[config.mk]
export PLATFORM = sky130hd
export DESIGN_NAME = video_timing_gen
export DESIGN_NICKNAME = d
export VERILOG_FILES = /design/src/rtl/dvi_pkg.sv /design/src/rtl/sync_delay.sv /design/src/rtl/video_timing_gen.sv
export SDC_FILE = /design/constraint.sdc
export NUM_CORES = 1
export LEC_CHECK = 0
export BUFFER_PORTS_ARGS = -buffer_cell sky130_fd_sc_hd__buf_2
export CORE_MARGIN = 1
export CORE_UTILIZATION = 40
export DETAILED_ROUTE_END_ITERATION = 8
export GPL_TIMING_DRIVEN = 0
export PLACE_DENSITY = 0.71
export SETUP_SLACK_MARGIN = 0.5
export SYNTH_ARGS = -nofsm -noshare
export SYNTH_HDL_FRONTEND = slang
export SYNTH_HIERARCHICAL = 1
export SYNTH_SLANG_ARGS = --single-unit
[constraint.sdc]
create_clock -name clk_i -period 4.6 [get_ports clk_i]
set_clock_uncertainty 0.1 [all_clocks]
set_input_delay 1.38 -clock clk_i [delete_from_list [all_inputs] [get_ports clk_i]]
set_output_delay 1.38 -clock clk_i [all_outputs]
set_load 0.01 [all_outputs]
[src/rtl/dvi_pkg.sv]
// Shared DVI pipeline definitions: default 640x480@60 timing, position widths
// and the sync/DE status bundle that travels alongside pixel data.
package dvi_pkg;

    localparam int H_ACTIVE = 640;
    localparam int H_FP     = 16;
    localparam int H_SYNC   = 96;
    localparam int H_BP     = 48;
    localparam int V_ACTIVE = 480;
    localparam int V_FP     = 10;
    localparam int V_SYNC   = 2;
    localparam int V_BP     = 33;

    localparam int H_TOTAL = H_ACTIVE + H_FP + H_SYNC + H_BP;
    localparam int V_TOTAL = V_ACTIVE + V_FP + V_SYNC + V_BP;

    localparam int X_POS_W = 10;
    localparam int Y_POS_W = 10;

    // Output latency of the image generator; sync must be delayed to match it.
    localparam int GEN_PIPE_DLY = 2;

    typedef struct packed {
        logic hsync;
        logic vsync;
        logic de;
        logic sof;
    } sync_t;

endpackage

[src/rtl/sync_delay.sv]
// Fixed-depth shift register for aligning side-band strobes with a pipelined
// data path; every stage resets to RESET_VAL so outputs are idle during reset.
module sync_delay #(
    parameter int                 DEPTH     = 2,
    parameter int                 WIDTH     = 4,
    parameter logic [WIDTH-1:0]   RESET_VAL = '0
) (
    input  logic             clk_i,
    input  logic             rst_ni,
    input  logic [WIDTH-1:0] d_i,
    output logic [WIDTH-1:0] q_o
);

    logic [WIDTH-1:0] stage_q [DEPTH];

    // NOTE: every stage is reset, not just the last, otherwise stale status
    // from before reset would walk out of the line after release.
    always_ff @(posedge clk_i or negedge rst_ni) begin
        if (!rst_ni) begin
            for (int i = 0; i < DEPTH; i++) begin
                stage_q[i] <= RESET_VAL;
            end
        end else begin
            stage_q[0] <= d_i;
            for (int i = 1; i < DEPTH; i++) begin
                stage_q[i] <= stage_q[i-1];
            end
        end
    end

    assign q_o = stage_q[DEPTH-1];

endmodule

[src/rtl/video_timing_gen.sv]
// Free-running raster scanner: registered x/y position for the image generator
// plus hsync/vsync/DE/SOF strobes delayed to line up with its colour output.
module video_timing_gen
    import dvi_pkg::*;
#(
    parameter int H_ACTIVE = dvi_pkg::H_ACTIVE,
    parameter int H_FP     = dvi_pkg::H_FP,
    parameter int H_SYNC   = dvi_pkg::H_SYNC,
    parameter int H_BP     = dvi_pkg::H_BP,
    parameter int V_ACTIVE = dvi_pkg::V_ACTIVE,
    parameter int V_FP     = dvi_pkg::V_FP,
    parameter int V_SYNC   = dvi_pkg::V_SYNC,
    parameter int V_BP     = dvi_pkg::V_BP,
    parameter bit H_POL    = 1'b0,
    parameter bit V_POL    = 1'b0,
    parameter int PIPE_DLY = dvi_pkg::GEN_PIPE_DLY,
    parameter int X_POS_W  = dvi_pkg::X_POS_W,
    parameter int Y_POS_W  = dvi_pkg::Y_POS_W
) (
    input  logic               clk_i,
    input  logic               rst_ni,
    output logic [X_POS_W-1:0] x_o,
    output logic [Y_POS_W-1:0] y_o,
    output logic               hsync_o,
    output logic               vsync_o,
    output logic               de_o,
    output logic               sof_o
);

    localparam int LH_TOTAL = H_ACTIVE + H_FP + H_SYNC + H_BP;
    localparam int LV_TOTAL = V_ACTIVE + V_FP + V_SYNC + V_BP;

    if ((64'd1 << X_POS_W) < 64'(LH_TOTAL)) begin : g_x_width_check
        $error("X_POS_W is too narrow to hold H_TOTAL-1");
    end
    if ((64'd1 << Y_POS_W) < 64'(LV_TOTAL)) begin : g_y_width_check
        $error("Y_POS_W is too narrow to hold V_TOTAL-1");
    end
    if (PIPE_DLY < 1 || PIPE_DLY > 8) begin : g_dly_check
        $error("PIPE_DLY must be in 1..8");
    end

    localparam logic [X_POS_W-1:0] X_LAST     = X_POS_W'(LH_TOTAL - 1);
    localparam logic [X_POS_W-1:0] X_DE_END   = X_POS_W'(H_ACTIVE);
    localparam logic [X_POS_W-1:0] X_HS_START = X_POS_W'(H_ACTIVE + H_FP);
    localparam logic [X_POS_W-1:0] X_HS_END   = X_POS_W'(H_ACTIVE + H_FP + H_SYNC);
    localparam logic [Y_POS_W-1:0] Y_LAST     = Y_POS_W'(LV_TOTAL - 1);
    localparam logic [Y_POS_W-1:0] Y_DE_END   = Y_POS_W'(V_ACTIVE);
    localparam logic [Y_POS_W-1:0] Y_VS_START = Y_POS_W'(V_ACTIVE + V_FP);
    localparam logic [Y_POS_W-1:0] Y_VS_END   = Y_POS_W'(V_ACTIVE + V_FP + V_SYNC);

    localparam sync_t SYNC_IDLE = '{hsync: ~H_POL, vsync: ~V_POL, de: 1'b0, sof: 1'b0};

    logic [X_POS_W-1:0] x_q, x_d;
    logic [Y_POS_W-1:0] y_q, y_d;

    // NOTE: next-state logic assigns defaults first so no path leaves a
    // variable unassigned, which would infer a latch.
    always_comb begin
        x_d = x_q + 1'b1;
        y_d = y_q;
        if (x_q == X_LAST) begin
            x_d = '0;
            y_d = (y_q == Y_LAST) ? '0 : y_q + 1'b1;
        end
    end

    // NOTE: state registers use non-blocking assignment so every flop samples
    // pre-edge values regardless of statement order.
    always_ff @(posedge clk_i or negedge rst_ni) begin
        if (!rst_ni) begin
            x_q <= '0;
            y_q <= '0;
        end else begin
            x_q <= x_d;
            y_q <= y_d;
        end
    end

    logic  hs_act;
    logic  vs_act;
    sync_t status;
    sync_t status_dly;

    // vsync decodes on y only, so it switches at the start of a line.
    always_comb begin
        hs_act        = (x_q >= X_HS_START) && (x_q < X_HS_END);
        vs_act        = (y_q >= Y_VS_START) && (y_q < Y_VS_END);
        status.hsync  = hs_act ? H_POL : ~H_POL;
        status.vsync  = vs_act ? V_POL : ~V_POL;
        status.de     = (x_q < X_DE_END) && (y_q < Y_DE_END);
        status.sof    = (x_q == '0) && (y_q == '0);
    end

    sync_delay #(
        .DEPTH     (PIPE_DLY),
        .WIDTH     ($bits(sync_t)),
        .RESET_VAL (SYNC_IDLE)
    ) u_sync_delay (
        .clk_i  (clk_i),
        .rst_ni (rst_ni),
        .d_i    (status),
        .q_o    (status_dly)
    );

    assign x_o     = x_q;
    assign y_o     = y_q;
    assign hsync_o = status_dly.hsync;
    assign vsync_o = status_dly.vsync;
    assign de_o    = status_dly.de;
    assign sof_o   = status_dly.sof;

endmodule

; Yosys cells after proc, flatten, opt, wreduce, memory -nomap -nowiden
; Index checks and enable logic that the tools add are counted.
[word_totals]
register_bits = 28
output_inout_bits = 24
[classes]
n_lt_le_gt_ge = 6
n_mux = 4
n_eq_ne = 2
reduce_logical = 6
add_sub_neg = 2
[op_table]
columns = operator, count
row1 = 10-bit by 1-bit adder with 10-bit output (second input constant), 2
row2 = 10-bit == test (second input constant), 2
row3 = 10-bit zero test, 2
row4 = 10-bit < comparator (second input constant), 2
row5 = 10-bit by 9-bit < comparator with 1-bit output (second input constant), 2
row6 = 10-bit 2-to-1 mux, 2
row7 = 10-bit >= comparator (second input constant), 1
row8 = 10-bit by 9-bit >= comparator with 1-bit output (second input constant), 1
row9 = 1-bit logical AND, 4
row10 = 1-bit 2-to-1 mux, 2

; Longest topological paths before layout
[logic_depth]
word_depth = 3
depth_mapped = 7
mapped_depth_nobuf = 6

; Cells and area by module
; The synthesis kept the hierarchy.
[modules_own_cells]
columns = module, seq_area_each_um2, cells_per_inst, instances, area_per_inst_um2
row1 = video_timing_gen, 500.5, 117, 1, 1113.6
row2 = sync_delay, 205.2, 12, 1, 235.2

; Least setup slack after synthesis
; No wires, ideal clock.
[synth_path]
path_kind = reg2out
startpoint = reg u_sync_delay.stage_q, in the netlist u_sync_delay/q_o[3]
endpoint = out hsync_o
arrival_time_ps = 594
slack_ps = 2526
path_stages_with_launch = 2
cell_sequence = dfstp_2 > buf_4
[synth_lines]
columns = item, line_no
row1 = start: declaration, sync_delay.sv:14  ; logic [WIDTH-1:0] stage_q [DEPTH];
row2 = start signal: indexed assignment, sync_delay.sv:26  ; stage_q[i] <= stage_q[i-1];
row3 = end: declaration, video_timing_gen.sv:24  ; output logic hsync_o,
; No word-level cell between the ends.

; Final worst setup path
[layout_path]
startpoint = reg u_sync_delay.stage_q, in the netlist u_sync_delay/q_o[3]
endpoint = out hsync_o
; No word-level cell between the ends.

==> metrics.csv <==
metric,value,unit
TritonCTS Buffers,3,
Sinks on Clock Net,28,
asr flop ratio synth,1.00,
synth cell count leaders,"24 x dfrtp_1, 12 x nand3_1, 8 x nand2_1",
top_reg_cell synth,dfrtp_1,
RD Place Congestion,0.851,
PortBufs,25,
Std-Cell Rows,20,
"count leader, synth",dfrtp_1,
Hold Slack,0.262,ns
drt pass-1 iters,4,
fmax,0.394,GHz
synth warn,6,
ANT cells,0,
RSZ-0062 raised after global routing,false,
top cell type's share of synthesized area,0.445,
leak pwr,0.719,nW
Worst setup SP type,flop,
DIE HEIGHT,60.1,um
Yosys reg bits,28,
Root Buffer,clkbuf_4,
CP arrival,1.06,ns
synthesized area per cell,10.5,um2
fillcell total,291,
remaining antenna violation count,0,
Post-CTS Setup Repair Bufs,0,
DRC,0,
"Hold Vio Cnt, Final",0,
crit path capture type,output port,
Slew HR,0.590,
core area,3130,um2
pwr dens,225,nW/um2
vias per inst,5.23,
kind of critical path,flop to output port,
CP Max Fanout,1,
Syn Nets,136,
largest net degree at the start of global routing,29,
Netlist cell types,32,
CTS Buffer Depth,2,
routed len/inst,12.6,um
worst slew pin tran,0.614,ns
R2R setup slack,2.70,ns
post-CTS sizing,0,
Starting Density,0.431,
multi-input logic area,559,um2
# setup viols final,0,
maximum VDD drop,0.0790,mV
"Clk pin slew, worst setup/hold paths",0.14,ns
global-route wire length before repair,4.41,mm
"Min Clock Period, post-route",2.54,ns
Syn-to-layout area delta,15.0,%
layout cells sized above 1,0.268,
setup TNS,0,ns
Post-synth EDFFs,0,
HP Class,flop to flop,
Final Routed Wirelength,2.53,mm
Synth Instances,129,
initial DRC count,47,
Via Count,1051,
initial antenna violation count,0,
TritonCTS clock tree,built,
Tcrit/Tclk final,0.551,
Pins Over Slew Limit,0,
total track usage,0.163,
"Cell Area, Synth",1350,um2
Die Width,60.1,um
later-pin clock latency in the skew report,0.32,ns
Max Cap Viol,0,
"top cells by area, synth","dfrtp_1 45%, dfstp_2 7.8%, ha_1 4.6%",
GRT overflow,0,
Synth area leader,dfrtp_1,
boundary pin count,26,
htree depth,1,
fin nets,166,
DP Wirelength,1.83,mm
sequential area share after synthesis,0.523,
register area,706,um2
outcome,finished clean,
Post-CTS Hold Fix Bufs,0,
worst endpoint required time,3.12,ns
die area,3610,um2
vias in the first global route,974,
power breakdown:
group | internal [mW] | switching [mW] | leakage [nW]
Clock | 0.0307 | 0.0667 | 0.0138
Combinational | 0.000304 | 0.00453 | 0.352
Sequential | 0.246 | 0 | 0.353
critical path, stage by stage (launching register included):
cell and delay [ns]:
dfstp_2 0.54, buf_4 0.09, buf_2 0.11
worst paths after layout:
kind | startpoint | end | cells past startpoint
max in group asynchronous | rst_ni | u_sync_delay/stage_q[5] | 1
hold reg to reg | u_sync_delay/stage_q[4] | u_sync_delay/q_o[0] | 0
hold / removal | u_sync_delay/stage_q[4] | u_sync_delay/q_o[0] | 0
setup / recovery | u_sync_delay/q_o[3] | hsync_o | 2
min in group asynchronous | rst_ni | x_o[6] | 1
setup reg to reg | y_o[0] | y_o[9] | 6
metal layers:
layer	wire length, um	vias up	global-route usage
li1	-	514	-
met1	1150	508	0.223
met2	1270	25	0.263
met3	73	4	0.0130
met4	39	0	0.0698
met5	0	-	0
cell type report:
class,instances,area share
Multi-Input combinational cell,87,0.360
Clock buffer,3,0.0145
Buffer,9,0.0419
Tap cell,44,0.0355
Timing Repair Buffer,25,0.0806
Sequential cell,28,0.455
Inverter,5,0.0121
cells by family (layout without fill, tap and decap cells):
| logic type | count (synthesis) | after routing | synth area share |
|---|---|---|---|
| simple gates | 54 | 54 | 0.222 |
| flops | 28 | 28 | 0.523 |
| compound gates | 18 | 18 | 0.0816 |
| buf+inv | 14 | 42 | 0.0622 |
| xor+xnor | 10 | 10 | 0.0649 |
| fa+ha+maj | 5 | 5 | 0.0464 |
layout by cell type (no fill, tap or decap), drive strengths merged, types with 2 or more instances in the layout:
cell type	instances
a21oi	2
a31oi	3
and2	2
and3	3
and4	2
buf	32
clkbuf	5
dfrtp	24
dfstp	4
ha	5
inv	5
nand2	8
nand3	12
nand4	6
nor2	6
nor2b	2
nor3	4
nor4	4
o21ai	9
or3	3
xnor2	7
xor2	3
sequential cells by signal (all words and copies together) (netlist names):
name	cells
x_o	10
y_o	10
u_sync_delay/q_o	4
u_sync_delay/stage_q	4
per-stage QoR:
step | std cells | setup WS (ns) | cell area [um2] | power, mW | utilization
global route | 201 | 2.01 | 1550 | 0.362 | 0.496
finish | 201 | 2.06 | 1550 | 0.349 | 0.496
detailed placement | 198 | 2.43 | 1530 | 0.256 | 0.489
CTS | 201 | 2.05 | 1550 | 0.354 | 0.496
floorplan | 129 | 2.53 | 1350 | 0.251 | -
global placement | 198 | 2.43 | 1530 | 0.256 | 0.489
No activity file was read; power rests on OpenSTA's default activity.
